`config.mk`:
```
export PLATFORM = sky130hd
export DESIGN_NAME = alu_sched
export DESIGN_NICKNAME = d
export VERILOG_FILES = /design/src/rtl/alu_sched_pkg.sv /design/src/rtl/tiny45_alu.sv /design/src/rtl/alu_sched.sv
export SDC_FILE = /design/constraint.sdc
export NUM_CORES = 1
export LEC_CHECK = 0
export ABC_AREA = 1
export CAP_MARGIN = 20
export CORE_MARGIN = 4
export CORE_UTILIZATION = 49
export CTS_BUF_LIST = sky130_fd_sc_hd__clkbuf_8
export DETAILED_ROUTE_END_ITERATION = 10
export GPL_ROUTABILITY_DRIVEN = 0
export PLACE_DENSITY = 0.8
export SYNTH_ARGS = -nofsm -noshare
export SYNTH_HDL_FRONTEND = slang
export SYNTH_HIERARCHICAL = 1
export SYNTH_SLANG_ARGS = --single-unit
```
`constraint.sdc`:
```
create_clock -name clk -period 4.32 [get_ports clk]
set_input_delay 0.648 -clock clk [delete_from_list [all_inputs] [get_ports clk]]
set_output_delay 0.648 -clock clk [all_outputs]
set_load 0.03 [all_outputs]
```
`src/rtl/alu_sched_pkg.sv`:
```
// Shared types and constants for the two-requester nibble-serial ALU scheduler.
package alu_sched_pkg;

  typedef enum logic [1:0] {
    IDLE,
    RUN,
    DONE
  } state_t;

  localparam logic [3:0] ADD  = 4'b0000;
  localparam logic [3:0] SUB  = 4'b1000;
  localparam logic [3:0] SLT  = 4'b0010;
  localparam logic [3:0] SLTU = 4'b0011;
  localparam logic [3:0] XOR  = 4'b0100;
  localparam logic [3:0] OR   = 4'b0110;
  localparam logic [3:0] AND  = 4'b0111;

  localparam logic [2:0] NIBBLE_LAST = 3'd7;

endpackage

```
`src/rtl/tiny45_alu.sv`:
```
// 4-bit ALU slice: add/sub with carry chaining, logic ops, and a compare chain
// (equality for non-compare ops, less-than at the top nibble for SLT/SLTU).
module tiny45_alu (
  input  logic [3:0] op,
  input  logic [3:0] a,
  input  logic [3:0] b,
  input  logic       cy_in,
  input  logic       cmp_in,
  output logic [3:0] d,
  output logic       cy_out,
  output logic       cmp_out
);

  logic       sub;
  logic [3:0] bx;
  logic [4:0] sum;

  always_comb begin
    sub     = op[3] | (op[2:1] == 2'b01);
    bx      = sub ? ~b : b;
    sum     = {1'b0, a} + {1'b0, bx} + {4'b0000, cy_in};
    d       = '0;
    cy_out  = 1'b0;
    cmp_out = cmp_in & (a == b);
    case (op[2:0])
      3'b000: begin
        d      = sum[3:0];
        cy_out = sum[4];
      end
      // Compare ops leave d at zero; the scheduler patches bit 0 afterwards.
      3'b010: begin
        cy_out  = sum[4];
        cmp_out = (a[3] ^ b[3]) ? a[3] : ~sum[4];
      end
      3'b011: begin
        cy_out  = sum[4];
        cmp_out = ~sum[4];
      end
      3'b100:  d = a ^ b;
      3'b110:  d = a | b;
      3'b111:  d = a & b;
      default: d = '0;
    endcase
  end

endmodule

```
`src/rtl/alu_sched.sv`:
```
// Round-robin (or fixed-priority) scheduler feeding 32-bit operations through
// the 4-bit tiny45_alu slice over 8 cycles, with a held result port.
module alu_sched
  import alu_sched_pkg::*;
#(
  parameter int unsigned RR_EN = 1
) (
  input  logic        clk,
  input  logic        rstn,
  input  logic        r0_valid,
  output logic        r0_ready,
  input  logic [3:0]  r0_op,
  input  logic [31:0] r0_a,
  input  logic [31:0] r0_b,
  input  logic        r1_valid,
  output logic        r1_ready,
  input  logic [3:0]  r1_op,
  input  logic [31:0] r1_a,
  input  logic [31:0] r1_b,
  output logic        res_valid,
  input  logic        res_ready,
  output logic        res_id,
  output logic [31:0] res_d,
  output logic        res_cmp
);

  state_t      state, state_nx;
  logic [2:0]  n;
  logic        last;
  logic [3:0]  op_r;
  logic [31:0] a_r, b_r;
  logic        cy_reg, cmp_reg;
  logic        grant_any, grant_id, take;

  logic [3:0]  s_a, s_b, s_d;
  logic        s_cy_in, s_cmp_in, s_cy_out, s_cmp_out;

  always_comb begin
    grant_any = r0_valid | r1_valid;
    if (r0_valid && r1_valid) grant_id = (RR_EN != 0) ? ~last : 1'b0;
    else                      grant_id = r1_valid;
  end

  always_comb begin
    state_nx = state;
    take     = 1'b0;
    case (state)
      IDLE: if (rstn && grant_any) begin
        take     = 1'b1;
        state_nx = RUN;
      end
      RUN:  if (n == NIBBLE_LAST) state_nx = DONE;
      DONE: if (res_ready) state_nx = IDLE;
      default: state_nx = IDLE;
    endcase
    r0_ready  = take & ~grant_id;
    r1_ready  = take & grant_id;
    res_valid = (state == DONE);
  end

  always_comb begin
    s_a      = a_r[{n, 2'b00} +: 4];
    s_b      = b_r[{n, 2'b00} +: 4];
    s_cy_in  = (n == 3'd0) ? (op_r[1] | op_r[3]) : cy_reg;
    s_cmp_in = (n == 3'd0) ? 1'b1 : cmp_reg;
  end

  tiny45_alu u_slice (
    .op      (op_r),
    .a       (s_a),
    .b       (s_b),
    .cy_in   (s_cy_in),
    .cmp_in  (s_cmp_in),
    .d       (s_d),
    .cy_out  (s_cy_out),
    .cmp_out (s_cmp_out)
  );

  always_ff @(posedge clk) begin
    if (!rstn) begin
      state   <= IDLE;
      n       <= '0;
      last    <= 1'b1;
      op_r    <= '0;
      a_r     <= '0;
      b_r     <= '0;
      cy_reg  <= 1'b0;
      cmp_reg <= 1'b0;
      res_id  <= 1'b0;
      res_d   <= '0;
      res_cmp <= 1'b0;
    end else begin
      state <= state_nx;
      if (take) begin
        op_r   <= grant_id ? r1_op : r0_op;
        a_r    <= grant_id ? r1_a : r0_a;
        b_r    <= grant_id ? r1_b : r0_b;
        res_id <= grant_id;
        last   <= grant_id;
        n      <= '0;
      end
      if (state == RUN) begin
        res_d[{n, 2'b00} +: 4] <= s_d;
        cy_reg  <= s_cy_out;
        cmp_reg <= s_cmp_out;
        // n wraps 7->0 exactly as the FSM leaves RUN.
        n       <= n + 3'd1;
        if (n == NIBBLE_LAST) begin
          res_cmp <= s_cmp_out;
          if (op_r[2:1] == 2'b01) res_d[0] <= s_cmp_out;
        end
      end
    end
  end

endmodule

```
**After elaboration in Yosys (flattened, before gate mapping)**

Index checks and enable logic that the tools add are counted.

- Output and inout port bits: 37
- ROM bits: 0
- Input bits: 141
- Memory bits (writable): 0
- Memories kept: 0
- Register bits after elaboration: 110
- Logic and storage cells: 77
- Bits in latches: 0

- Shifts and indexed selects: 4
- Mux-type cells: 22
- Bitwise operators: 14
- Magnitude comparators: 0
- Multiply operators: 0
- Div/mod/pow operators: 0
- Add/sub/neg operators: 4
- Equality and inequality tests: 13
- Reduce and logical (&&, ||, !) cells: 9

Operators by type and width:

| kind | count |
|---|---|
| 32-bit two-way mux | 2 |
| 32-bit by 6-bit variable part select with 4-bit output | 2 |
| 32-bit bitwise mux | 1 |
| 4-bit by 7-bit variable shift with 32-bit output, first input constant | 1 |
| 4-bit by 7-bit variable part select with 32-bit output | 1 |
| 4-bit one-hot mux with 4 select lines | 1 |
| 3-bit equality test, second input constant | 4 |
| 1-bit two-way mux | 9 |
| 4-bit two-way mux | 2 |
| 5-bit negator with 7-bit output | 1 |
| 3-bit by 2-bit equality test with 1-bit output, second input constant | 2 |
| 3-bit logical NOT | 2 |
| 2-bit two-way mux | 3 |
| 3-bit two-way mux | 2 |
| 2-bit one-hot mux with 3 select lines | 1 |
| 4-bit by 4-bit adder with 5-bit output | 1 |
| 5-bit by 1-bit adder with 5-bit output | 1 |
| 4-bit AND | 1 |
| 2-bit by 1-bit equality test with 1-bit output, second input constant | 2 |
| 4-bit equality test | 1 |
| 2-bit by 1-bit inequality test with 1-bit output, second input constant | 2 |
| 4-bit NOT | 1 |
| 4-bit bitwise OR | 1 |
| 4-bit bitwise XOR | 1 |
| 14 further kinds | 21 |

**Longest topological paths before layout**

Gate-level depths: netlist of the first run.

- Depth in word-level cells: 10
- Depth in mapped cells: 21
- Depth with buffers taken out: 18

**Cells and area by module**

The synthesis of the first run kept the hierarchy.

Modules (own cells, without submodules):

| module | cells an instance | seq. area each (um^2) | instances | area an instance (um^2) |
|---|---|---|---|---|
| alu_sched | 866 | 2202.1 | 1 | 5549.1 |
| tiny45_alu | 87 | 0.0 | 1 | 531.8 |

**Least setup slack after synthesis of the first run**

Ideal clock, no wire load.

- Kind: reg2reg
- Start point: reg n[0]
- End point: reg res_d[17]
- Arrival: 3.102 ns
- Setup time: 0.073 ns
- Slack: 1.146 ns
- Path buffers: 4
- Stages on the path, launching flop included: 18
- Required time: 4.247 ns
- Period minus slack after synthesis: 3.174 ns
- Cells stage by stage: dfxtp_1 -> buf_6 -> inv_4 -> buf_6 -> buf_2 -> ha_1 -> ha_1 -> inv_1 -> nand2_1 -> nand2_1 -> inv_1 -> fa_1 -> fa_1 -> or2_2 -> nand3_1 -> buf_1 -> a21oi_1 -> nor3b_2

- Elaborated cells between the ends (all ways): 16
- Classes of those cells: add/sub (3); shift (4); mux (4); bitwise (4); reduce/logical (1)

RTL lines:

| what | line | RTL |
|---|---|---|
| start: declaration | alu_sched.sv:28 | `logic [2:0] n;` |
| start signal: assignment | alu_sched.sv:107 | `n <= n + 3'd1;` |
| 3-bit logical NOT | alu_sched.sv:64 | `s_cy_in = (n == 3'd0) ? (op_r[1] \| op_r[3]) : cy_reg;` |
| 1-bit two-way mux | alu_sched.sv:64 |  |
| named net s_cy_in | alu_sched.sv:36 | `logic s_cy_in, s_cmp_in, s_cy_out, s_cmp_out;` |
| 5-bit by 1-bit adder with 5-bit output | tiny45_alu.sv:21 | `sum = {1'b0, a} + {1'b0, bx} + {4'b0000, cy_in};` |
| 4-bit one-hot mux with 4 select lines | tiny45_alu.sv:25 | `case (op[2:0])` |
| named net s_d[1] | alu_sched.sv:35 | `logic [3:0] s_a, s_b, s_d;` |
| 4-bit by 7-bit variable part select with 32-bit output | alu_sched.sv:103 | `res_d[{n, 2'b00} +: 4] <= s_d;` |
| 32-bit bitwise mux | alu_sched.sv:103 |  |
| end signal: assignment | alu_sched.sv:90 | `res_d <= '0;` |
| end signal: indexed assignment | alu_sched.sv:103 |  |
| end: declaration | alu_sched.sv:23 | `output logic [31:0] res_d,` |

The timed path passes the listed nets, and every way through them passes these cells.
A chain may end at the register's enable or synchronous reset.

**Worst setup path after layout of the first run**

- Start point: reg n[0]
- End point: reg res_d[18]

- Longest elaborated chain between the ends: 8
- Elaborated cells between the ends (all ways): 16
- Classes of those cells: add/sub (3); shift (4); mux (4); bitwise (4); reduce/logical (1)

RTL lines:

| what | line | RTL |
|---|---|---|
| 32-bit by 6-bit variable part select with 4-bit output * | alu_sched.sv:63 | `s_b = b_r[{n, 2'b00} +: 4];` |
| named net s_b[0] | alu_sched.sv:35 |  |
| 4-bit NOT | tiny45_alu.sv:20 | `bx = sub ? ~b : b;` |
| 4-bit two-way mux * | tiny45_alu.sv:20 |  |
| 4-bit by 4-bit adder with 5-bit output * | tiny45_alu.sv:21 |  |
| 5-bit by 1-bit adder with 5-bit output * | tiny45_alu.sv:21 |  |
| 4-bit one-hot mux with 4 select lines * | tiny45_alu.sv:25 |  |
| named net s_d[2] | alu_sched.sv:35 |  |
| 4-bit by 7-bit variable part select with 32-bit output * | alu_sched.sv:103 |  |
| 32-bit bitwise mux * | alu_sched.sv:103 |  |

The timed path passes the listed nets; every way through them passes the cells marked *.

==> results of run 1 <==
==> cell type report <==
type	count	area (um^2)	share of cell area, %
Tap cell	168	210.2	2.616
Clock buffer	9	123.9	1.542
Clock inverter	7	73.82	0.9189
Timing Repair Buffer	185	1827	22.74
Sequential cell	110	2202	27.41
Multi-Input combinational cell	739	3411	42.45
Inverter	49	186.4	2.321
==> synth_stat cells <==
library cell | instances | area, um^2
a21oi_1 | 91 | 455.4
and2_1 | 1 | 6.260
buf_1 | 4 | 15.01
buf_2 | 20 | 100.1
buf_4 | 8 | 60.06
buf_6 | 3 | 33.78
clkbuf_1 | 20 | 75.07
dfxtp_1 | 110 | 2202
fa_1 | 2 | 40.04
ha_1 | 15 | 187.7
inv_1 | 41 | 153.9
inv_2 | 7 | 26.28
inv_4 | 1 | 6.260
nand2_1 | 405 | 1520
nand3_1 | 16 | 80.08
nand3_2 | 1 | 10.01
nand3_4 | 3 | 52.55
nand3b_1 | 1 | 7.510
nand4_1 | 1 | 6.260
nand4_2 | 1 | 12.51
nor2_1 | 91 | 341.6
nor2_2 | 1 | 6.260
nor2_4 | 8 | 90.09
nor3_1 | 1 | 5.000
nor3_2 | 2 | 20.02
nor3b_2 | 3 | 37.54
o21ai_0 | 63 | 315.3
o21ai_1 | 5 | 25.02
o22ai_1 | 16 | 100.1
o31ai_1 | 1 | 7.510
or2_1 | 1 | 6.260
or2_2 | 5 | 31.28
xor2_1 | 5 | 43.79
==> cells in the final DEF, fill, tap and decap left out, types with 2 or more instances in the layout <==
master and count:
buf_4 10, nand3_1 16, o22ai_1 16, ha_1 15
nor2_1 91, nand3_4 3, nor2_4 8, dfxtp_1 110
clkbuf_8 9, or2_2 5, xor2_1 5, inv_2 7
inv_6 2, o21ai_0 63, a21oi_1 91, nor3_2 2
clkdlybuf4s50_1 175, inv_1 42, clkinv_4 2, nand2_1 404
nor3b_2 3, fa_1 2, o21ai_1 5
==> report_power, final <==
group	internal [mW]	switching (mW)	leakage, nW	total [mW]
clock network	0.272	0.365	0.105	0.637
logic	0.340	0.510	2.49	0.850
registers	1.07	0.0415	0.895	1.11
total	1.68	0.916	3.49	2.60
==> worst reg2reg max path, delay by kind of cell (launching register included) <==
family	cells	cell delay [ns]
and+or+nand+nor	6	0.69
DFF	1	0.39
buffers and inverters	3	0.48
AOI/OAI and AO/OA	3	0.66
adders and majority gates	2	0.85
xor gates and xnor gates	1	0.17
==> how the worst min path moves through the flow <==
stage,slack [ns],cells after the start,to,startpoint
6_report,0.45,2,res_d[1],res_d[1]
5_1_grt,0.47,2,res_d[3],res_d[3]
4_1_cts,0.45,2,res_d[1],res_d[1]
3_5_place_dp,0.44,2,res_d[1],res_d[1]
3_3_place_gp,0.44,2,res_d[3],res_d[3]
2_1_floorplan,0.43,2,last,last
==> routing by layer <==
layer	share of wire, %	vias to the layer above	track usage [%]
li1	-	3287	-
met1	45	2784	31.05
met2	47	189	37.55
met3	6.5	21	4.843
met4	1.8	0	6.299
met5	0	-	0
==> logic make-up after synthesis <==
family                   after synthesis
adder cells (fa/ha/maj)               17
AND/OR/NAND/NOR                      541
XOR/XNOR                               5
buffers and inverters                104
AO/OA/AOI/OAI                        176
flip-flops                           110
==> out/qor.csv, run 1 <==
stage,metric,value,unit
timing,Hold Worst Slack,0.4498,ns
worst_setup_path,Worst Setup SP,n[0],
timing,count of final hold-check violations,0,
floorplan,Die Y,119.4,um
cts,Clock Sinks,110,
routing,Vias,6281,
routing,final wirelength,16590,um
synthesis,post-synthesis adder-cell area fraction,3.745,%
floorplan,Initial Utilization,50.41,%
synthesis,simple-gate share of the synthesized area,36.73,%
layout,final cell count without fillers,1267,
timing,highest clock rate,297.3,MHz
worst_setup_path,reg2reg end,res_d[18],
synthesis,"Cell Area, Synth",6081,um^2
worst_setup_path,crit-path cells,buf_4 > o21ai_0 > o22ai_1 > nand2_1 > nand2_1 > inv_1 > xor2_1 > fa_1 > fa_1 > inv_1 > nand2_1 > nand3_1 > nand4_1 > a21oi_1 > nor3b_2,
placement,HPWL Detailed,12270,um
worst_setup_path,Crit path arrival time,3.62,ns
worst_setup_path,reg-to-reg critical path startpoint,n[0],
synthesis,Compound-Gate Fraction of Synth Area,14.86,%
synthesis,Synth cell types,33,
run,Max-Cap Viols,0,
routing,DRT iter0 DRCs,678,
worst_setup_path,WP buf/inv,3,
routing,Via density,4.957,
worst_setup_path,kind of critical path,register to register,
worst_setup_path,CP max FO,36,
global_route,first-pass GRT wire length,27670,um
outcome,status,"finished, final reports clean",
placement,worst slack at placement,0.9807,ns
placement,dpl cell area,7836,um^2
synthesis,multiplexer share of the synthesized area,0,%
synthesis,Synth Area in XOR/XNOR,0.7202,%
floorplan,die width,119.4,um
timing,final setup fails,0,
cts,clock transition at the registers of the reported paths,0.11,ns
timing,fin crit share,77.86,%
floorplan,core area,12060,um^2
layout,Area Overhead vs Synth,32.12,%
routing,DRT antenna net count,0,
worst_setup_path,Worst setup SP type,register,
timing,worst slew pin tran,0.7248,ns
worst_setup_path,Setup crit end kind,register,
global_route,gr usage total,23.07,%
worst_setup_path,"Req. time, crit path",4.57,ns
cts,hold_buf cts,0,
floorplan,IO Pins,178,
timing,Fin Clk Skew,0.01423,ns
cts,Clock Latency Late Sink,0.38,ns
synthesis,YS warnings,6,
floorplan,# rows,40,
synthesis,Synthesized Nets,1111,
worst_setup_path,Reg2Reg Setup Slack,0.96,ns
synthesis,largest family of logic cells by synthesized area,simple AND/OR/NAND/NOR gates,
layout,final net count,1252,
worst_setup_path,FF-to-FF path depth,15,
cts,setup bufs post-CTS,0,
routing,DRT Pass-1 Iters,7,
power,worst vdd ir,196.3,uV
hold_path,worst min-delay path class,register to register,
layout,Fill cells,1152,
cts,root buffer cell,clkbuf_8,
timing,final setup margin,0.9564,ns
placement,placed cell count,1251,
cts,CTS tree,yes,
layout,Final Cell Area,8034,um^2
cts,post-cts sizing count,0,
global_route,number of global-route vias before repair,5864,
timing,RSZ-0062 raised after global routing,no,
timing,max-slew violation count,0,
layout,layout cell share with drive strength beyond 1,5.278,%
cts,number of buffers created by CTS,9,
worst_setup_path,critical path's top delay family,adder cells,
placement,IO buf count,177,
layout,top flop regs,"a_r: 32 flops, b_r: 32 flops, res_d: 32 flops",
synthesis,syn avg cell area,6.381,um^2
worst_setup_path,critical path endpoint,res_d[18],
worst_setup_path,Worst path depth,15,
layout,Ant. Diodes,0,
worst_setup_path,Worst path max stage delay,0.44,ns
timing,setup TNS,0,ns
worst_setup_path,cell repeated most along the worst path,nand2_1,
synthesis,post-synthesis sequential area ratio,36.21,%
synthesis,Yosys reg bits,110,
routing,drt drc,0,
worst_setup_path,slowest CP cell,fa_1,
synthesis,post-synthesis cell count,953,
cts,CTS H-tree lvls,3,
global_route,largest net degree at the start of global routing,72,
floorplan,die area,14260,um^2
timing,Tmin final,3.364,ns
timing,Slew HR,51.61,%
global_route,initial antenna violation count,0,
cts,clock buffer depth,2,
layout,Post-Route Utilization,66.61,%
global_route,grt ovf,0,
power,Pwr Total,2.600,mW
routing,routed len/inst,13.09,um
power,Pleak,3.488,nW
power,pwr dens,323.6,nW/um^2
Power figures use the tool's default switching activity.
==> run 2: changes to the inputs <==
==> constraint.sdc (replaced) <==
create_clock -name clk -period 3.5 [get_ports clk]
set_input_delay 0.525 -clock clk [delete_from_list [all_inputs] [get_ports clk]]
set_output_delay 0.525 -clock clk [all_outputs]
set_load 0.03 [all_outputs]
==> run 2 against run 1 <==
- combinational power rose by 26%
- hold slack improved by 0.0010 ns
- utilization up 0.45 points
- first-iteration DRC count down 1.5%
- critical path depth shrank 3
- sequential power rose by 23%
- final cell count grew 0.39%
- highest routed layer unchanged
- largest cell class unchanged
==> out/qor.csv, run 2 (same netlist as run 1, synthesis figures left out) <==
stage,metric,value,unit,change
timing,Hold Worst Slack,0.4508,ns,+0.001009 ns
cts,post-cts sizing count,0,,unchanged
placement,IO buf count,177,,unchanged
global_route,initial antenna violation count,0,,unchanged
worst_setup_path,Setup crit end kind,register,,
cts,hold_buf cts,0,,unchanged
routing,DRT iter0 DRCs,668,,-1.5%
worst_setup_path,Worst Setup SP,n[1],,
layout,"most common cell after layout, fill and taps aside",nand2_1,,
routing,Vias,6392,,+1.8%
layout,layout cell share with drive strength beyond 1,5.797,%,+0.52 points
routing,DRT Pass-1 Iters,5,,-2
floorplan,die area,14260,um^2,unchanged
worst_setup_path,kind of critical path,register to register,,
worst_setup_path,reg-to-reg critical path startpoint,n[1],,
timing,count of final hold-check violations,0,,unchanged
worst_setup_path,Worst path max stage delay,0.46,ns,+0.02 ns
placement,dpl cell area,7866,um^2,+0.38%
power,Pleak,3.517,nW,+0.83%
routing,DRT antenna net count,0,,unchanged
layout,final cell count without fillers,1272,,+0.39%
layout,Final Cell Area,8088,um^2,+0.67%
global_route,grt ovf,0,,unchanged
floorplan,Die Y,119.4,um,unchanged
cts,number of buffers created by CTS,9,,unchanged
floorplan,core area,12060,um^2,unchanged
power,worst vdd ir,230.0,uV,+17%
timing,worst slew pin tran,0.6719,ns,-0.05285 ns
cts,clock buffer depth,2,,unchanged
hold_path,worst min-delay path class,register to register,,
timing,Slew HR,55.21,%,+3.6 points
layout,top flop regs,"a_r: 32 flops, b_r: 32 flops, res_d: 32 flops",,
routing,routed len/inst,13.15,um,+0.45%
global_route,gr usage total,22.64,%,-0.43 points
run,Max-Cap Viols,0,,unchanged
cts,root buffer cell,clkbuf_8,,
placement,worst slack at placement,0.3598,ns,-0.6209 ns
global_route,first-pass GRT wire length,27250,um,-1.5%
routing,Via density,5.025,,+1.4%
routing,drt drc,0,,unchanged
routing,final wirelength,16730,um,+0.84%
layout,Ant. Diodes,0,,unchanged
layout,Fill cells,1147,,-0.43%
timing,fin crit share,92.02,%,+14 points
timing,highest clock rate,310.5,MHz,+4.4%
layout,Area Overhead vs Synth,33.00,%,
placement,placed cell count,1255,,+0.32%
floorplan,Initial Utilization,50.41,%,unchanged
timing,setup TNS,0,ns,unchanged
layout,FF/Latch Area,2202,um^2,unchanged
timing,RSZ-0062 raised after global routing,no,,
cts,Clock Sinks,110,,unchanged
cts,CTS tree,yes,,
worst_setup_path,slowest CP cell,fa_1,,
layout,Post-Route Utilization,67.05,%,+0.45 points
hold_path,hold wc startpoint,res_d[3],,
floorplan,# rows,40,,unchanged
placement,HPWL Detailed,12400,um,+1.1%
timing,max-slew violation count,0,,unchanged
cts,Clock Latency Late Sink,0.36,ns,-0.02 ns
layout,area of the multi-input gates,3411,um^2,unchanged
worst_setup_path,CP max FO,19,,-47%
timing,Fin Clk Skew,0.01156,ns,-0.002672 ns
power,pwr dens,403.3,nW/um^2,+25%
global_route,largest net degree at the start of global routing,70,,-2.8%
cts,clock transition at the registers of the reported paths,0.11,ns,about the same
worst_setup_path,"Req. time, crit path",3.80,ns,-0.77 ns
power,Pwr Total,3.262,mW,+25%
timing,final setup margin,0.2792,ns,-0.6771 ns
global_route,number of global-route vias before repair,5725,,-2.4%
layout,final net count,1257,,+0.40%
layout,most frequent cells in the layout,"404 x nand2_1, 175 x clkdlybuf4s50_1, 110 x dfxtp_1, 91 x nor2_1, 91 x a21oi_1",,
worst_setup_path,crit-path cells,inv_2 > ha_1 > ha_1 > o21ai_0 > nand2_1 > inv_1 > fa_1 > fa_1 > or2_2 > nand3_1 > a21oi_1 > nor3b_2,,
cts,setup bufs post-CTS,0,,unchanged
outcome,status,"finished, final reports clean",,
worst_setup_path,Crit path arrival time,3.52,ns,-0.10 ns
worst_setup_path,Worst setup SP type,register,,
cts,CTS H-tree lvls,3,,unchanged
timing,Tmin final,3.221,ns,-0.1429 ns
floorplan,IO Pins,178,,unchanged
floorplan,die width,119.4,um,unchanged
timing,final setup fails,0,,unchanged
run 2: changes by cell type in the layout (fill, tap and decap cells not counted), sizes merged:
cell	previous run	this run
clkinv	3	2
buf	10	15
clkbuf	9	10
run 2: per-layer routing:
metal | share of wire (%) | vias to the layer above | global-route usage (%)
li1 | - | 3314 | -
met1 | 46 | 2822 | 31.16
met2 | 46 | 235 | 36.98
met3 | 6.5 | 21 | 3.799
met4 | 1.4 | 0 | 5.727
met5 | 0 | - | 0
run 2: critical path, delay by kind of cell (launching register included):
kind / cells / cell delay [ns]
DFF: 1 / 0.33
buffers and inverters: 2 / 0.30
AOI/OAI and AO/OA: 2 / 0.28
and+or+nand+nor: 4 / 0.84
adders and majority gates: 4 / 1.41
run 2: path summary, 6_finish.rpt:
kind	cells after the start	end	slack [ns]
setup / recovery	12	res_d[17]	0.28
hold / removal	2	res_d[3]	0.45
setup reg to reg	12	res_d[17]	0.28
hold reg to reg	2	res_d[3]	0.45
run 2: layout make-up:
type                       instances  share of cell area (%)
clock buffer                      10                   1.702
tap                              168                   2.599
multi-input combinational        739                   42.17
clock inverter                     6                  0.9437
sequential                       110                   27.23
timing repair buffer             190                   23.05
inverter                          49                   2.305
run 2: report_power, final:
part           total (mW)  leakage [nW]  switching, mW  internal (mW)
clock network       0.817         0.109          0.453          0.364
registers            1.37         0.895         0.0508           1.32
logic                1.07          2.51          0.637          0.434
==> run 3: changes to the inputs <==
--- a/config.mk
+++ b/config.mk
@@ -5,14 +5,13 @@
 export SDC_FILE = /design/constraint.sdc
 export NUM_CORES = 1
 export LEC_CHECK = 0
-export ABC_AREA = 1
 export CAP_MARGIN = 20
 export CORE_MARGIN = 4
-export CORE_UTILIZATION = 49
+export CORE_UTILIZATION = 50
 export CTS_BUF_LIST = sky130_fd_sc_hd__clkbuf_8
 export DETAILED_ROUTE_END_ITERATION = 10
 export GPL_ROUTABILITY_DRIVEN = 0
-export PLACE_DENSITY = 0.8
+export PLACE_DENSITY_LB_ADDON = 0.05
 export SYNTH_ARGS = -nofsm -noshare
 export SYNTH_HDL_FRONTEND = slang
 export SYNTH_HIERARCHICAL = 1
==> run 3 against run 2 <==
- count of clock-buffer cells in the layout unchanged
- final cell count down 16%
- sequential share of layout area down 0.95 points
- combinational power is 13% lower
- non-clock buffer count increased by 20
- area after synthesis rose by 3.1%
- highest routed layer unchanged
- critical path type unchanged
- clock power shrank 2.7%
==> out/qor.csv, run 3 <==
stage,metric,value,unit,change
layout,Fill cells,997,,-13%
routing,final wirelength,18450,um,+10%
floorplan,die area,14400,um^2,+0.99%
cts,number of buffers created by CTS,9,,unchanged
layout,most frequent cells in the layout,"175 x clkdlybuf4s50_1, 171 x nand2_1, 117 x a21oi_1, 108 x dfxtp_1, 49 x a311oi_1",,
worst_setup_path,kind of critical path,register to register,,
synthesis,Yosys reg bits,110,,unchanged
cts,CTS tree,yes,,
synthesis,"Cell Area, Synth",6271,um^2,+3.1%
cts,clock transition at the registers of the reported paths,0.10,ns,about the same
synthesis,cell taking the most area after synthesis,dfxtp_1,,
cts,Clock Latency Late Sink,0.39,ns,+0.03 ns
synthesis,post-synthesis sequential area ratio,35.12,%,-1.1 points
power,share of power burned in registers,44.4,%,+2.3 points
cts,Clock Sinks,110,,unchanged
floorplan,# rows,40,,unchanged
global_route,number of global-route vias before repair,6095,,+6.5%
global_route,initial antenna violation count,0,,unchanged
cts,root buffer cell,clkbuf_8,,
worst_setup_path,Crit path arrival time,3.61,ns,+0.09 ns
global_route,grt ovf,0,,unchanged
placement,HPWL Detailed,13570,um,+9.4%
synthesis,asr flop ratio synth,0,%,unchanged
layout,final net count,1050,,-16%
timing,worst slew pin tran,0.9140,ns,+0.2421 ns
timing,fin crit share,95.02,%,+3.0 points
layout,layout cell share with drive strength beyond 1,12.72,%,+6.9 points
synthesis,most numerous cell in the Yosys netlist,nand2_1,,
global_route,first-pass GRT wire length,29520,um,+8.3%
synthesis,top post-synthesis cells by count,"171 x nand2_1, 117 x a21oi_1, 110 x dfxtp_1",,
outcome,status,"finished, final reports clean",,
timing,Tmin final,3.326,ns,+0.1051 ns
synthesis,Post-synth EDFFs,0,,unchanged
routing,DRT antenna net count,0,,unchanged
floorplan,die width,120.0,um,+0.49%
layout,Ant. Diodes,0,,unchanged
worst_setup_path,"Req. time, crit path",3.78,ns,-0.02 ns
synthesis,Synth cell types,57,,+73%
timing,Slew HR,38.84,%,-16 points
cts,CTS H-tree lvls,3,,unchanged
timing,Fin Clk Skew,0.005109,ns,-0.006451 ns
routing,DRT Pass-1 Iters,5,,unchanged
floorplan,IO Pins,178,,unchanged
routing,routed len/inst,17.34,um,+32%
global_route,gr usage total,24.79,%,+2.1 points
placement,IO buf count,177,,unchanged
global_route,routing usage on met1,32.30,%,+1.1 points
hold_path,worst min-delay path class,register to register,,
synthesis,Synthesized Nets,905,,-19%
worst_setup_path,Setup crit end kind,register,,
floorplan,Die Y,120.0,um,+0.49%
power,Pwr Total,3.109,mW,-4.7%
synthesis,Synth area leaders,"dfxtp_1 35%, nand2_1 10%, a21oi_1 9.3%, a311oi_1 6.8%, mux4_2 5.7%",,
global_route,most used routing layer,met2,,
global_route,met3 usage,5.325,%,+1.5 points
layout,Area Overhead vs Synth,33.94,%,
power,clock power share,25.6,%,+0.5 points
power,P_int,2.128,mW,+0.37%
global_route,largest net degree at the start of global routing,76,,+8.6%
worst_setup_path,Worst setup SP type,register,,
layout,Post-Route Utilization,69.06,%,+2.0 points
timing,count of final hold-check violations,0,,unchanged
synthesis,post-synthesis cell count,747,,-22%
floorplan,core area,12160,um^2,+0.83%
cts,clock buffer depth,2,,unchanged
synthesis,ys flop type,dfxtp_1,,
routing,DRT iter0 DRCs,503,,-25%
run,Max-Cap Viols,0,,unchanged
power,worst vdd ir,247.0,uV,+7.4%
power,pwr dens,370.1,nW/um^2,-8.2%
synthesis,YS warnings,6,,unchanged
worst_setup_path,CP max FO,5,,-14
power,Pleak,3.006,nW,-15%
power,Switching Fraction,31.54,%,-3.4 points
floorplan,Initial Utilization,51.56,%,+1.1 points
layout,"most common cell after layout, fill and taps aside",clkdlybuf4s50_1,,
timing,final setup fails,0,,unchanged
power,combinational share of power,30.0,%,-2.8 points
routing,Via density,5.875,,+17%
power,P_sw,0.9805,mW,-14%
layout,top flop regs,"a_r: 32 flops, b_r: 32 flops, res_d: 32 flops",,
synthesis,Synth top area share,35.12,%,-1.1 points
routing,drt drc,0,,unchanged
timing,max-slew violation count,0,,unchanged
global_route,grt met2 use,41.41,%,+4.4 points
timing,highest clock rate,300.7,MHz,-3.2%
routing,Vias,6251,,-2.2%
synthesis,syn avg cell area,8.395,um^2,+32%
## run 3: cell types whose count changed in the layout (fill, tap and decap cells not counted), moves of 6 or more
cell      previous run  this run
a21oi_1             91       117
a311oi_1             0        49
a311oi_2             0        20
buf_4               15        29
inv_1               41        12
mux4_2               0        16
nand2_1            404       171
nand3_1             16        22
nand4_1              1        12
nor2_1              91        17
nor2_4               8         2
o21ai_0             63        23
o22ai_1             16         3
o31ai_1              1        13
## run 3: stage by stage
| stage | worst slack, ns | hold slack (ns) | instances | instance area (um^2) | TNS [ns] |
|---|---|---|---|---|---|
| 2_1_floorplan | 0.009262 | 0.4316 | 747 | 6306 | 0 |
| 3_3_place_gp | 0.1119 | 0.4431 | 1039 | 8089 | 0 |
| 3_5_place_dp | 0.01756 | 0.4505 | 1039 | 8089 | 0 |
| 4_1_cts | 0.01085 | 0.4676 | 1054 | 8287 | 0 |
| 5_1_grt | -0.02642 | 0.4867 | 1064 | 8399 | -0.02642 |
| 6_report | 0.1742 | 0.4748 | 1064 | 8399 | 0 |
## run 3: repair_timing
item / CTS / global route
setup buffers: 0 / 9
hold buffers: 0 / 0
endpoints found under the setup margin: 0 / 1
resized for setup: 0 / 5
## run 3: kinds of logic after synthesis
| family | share of synthesized area (%) |
|---|---|
| simple gates | 20.89 |
| fa+ha+maj | 3.631 |
| mux | 5.906 |
| flops | 35.12 |
| buf+inv | 7.562 |
| xor+xnor | 0.8380 |
| compound gates | 26.06 |
## run 3: path summary, 6_finish.rpt
path / slack, ns / startpoint / depth (start not counted) / to
setup / recovery: 0.17 / n[0] / 14 / res_d[0]
hold / removal: 0.47 / cy_reg / 2 / cy_reg
setup reg to reg: 0.17 / n[0] / 14 / res_d[0]
hold reg to reg: 0.47 / cy_reg / 2 / cy_reg
## run 3: layout make-up
class | count | area (um^2) | area share, %
Clock buffer | 10 | 137.6 | 1.639
Clock inverter | 5 | 60.06 | 0.7150
Inverter | 16 | 62.56 | 0.7448
Multi-Input combinational cell | 545 | 3627 | 43.18
Sequential cell | 110 | 2207 | 26.28
Tap cell | 168 | 210.2 | 2.503
Timing Repair Buffer | 210 | 2095 | 24.94
## run 3: critical path, cell delays in order, from the launching register on
cell and delay (ns):
dfxtp_4 0.41, mux4_2 0.50, nand2_1 0.09, nand2_1 0.08
inv_2 0.09, xnor2_2 0.08, fa_2 0.39, fa_2 0.40
nor2b_4 0.13, o21ai_1 0.06, nand2b_1 0.10, a311oi_1 0.11
or4b_4 0.53, o221ai_2 0.19, a31oi_1 0.06
## run 3: power groups by stage
| stage | combinational, mW | sequential, mW | clock, mW |
|---|---|---|---|
| after detailed placement | 0.903 | 1.41 | 0 |
| after floorplan | 0.581 | 1.39 | 0 |
| final | 0.933 | 1.38 | 0.795 |
| after global placement | 0.885 | 1.41 | 0 |
| after global routing | 1.01 | 1.39 | 0.851 |
| after CTS | 0.905 | 1.38 | 0.806 |
## run 3: metal layers
metal | up-vias | share of wire [%]
met1 | 2973 | 42
met3 | 28 | 6.5
met2 | 237 | 50
li1 | 3013 | -
met4 | 0 | 1.6
met5 | - | 0
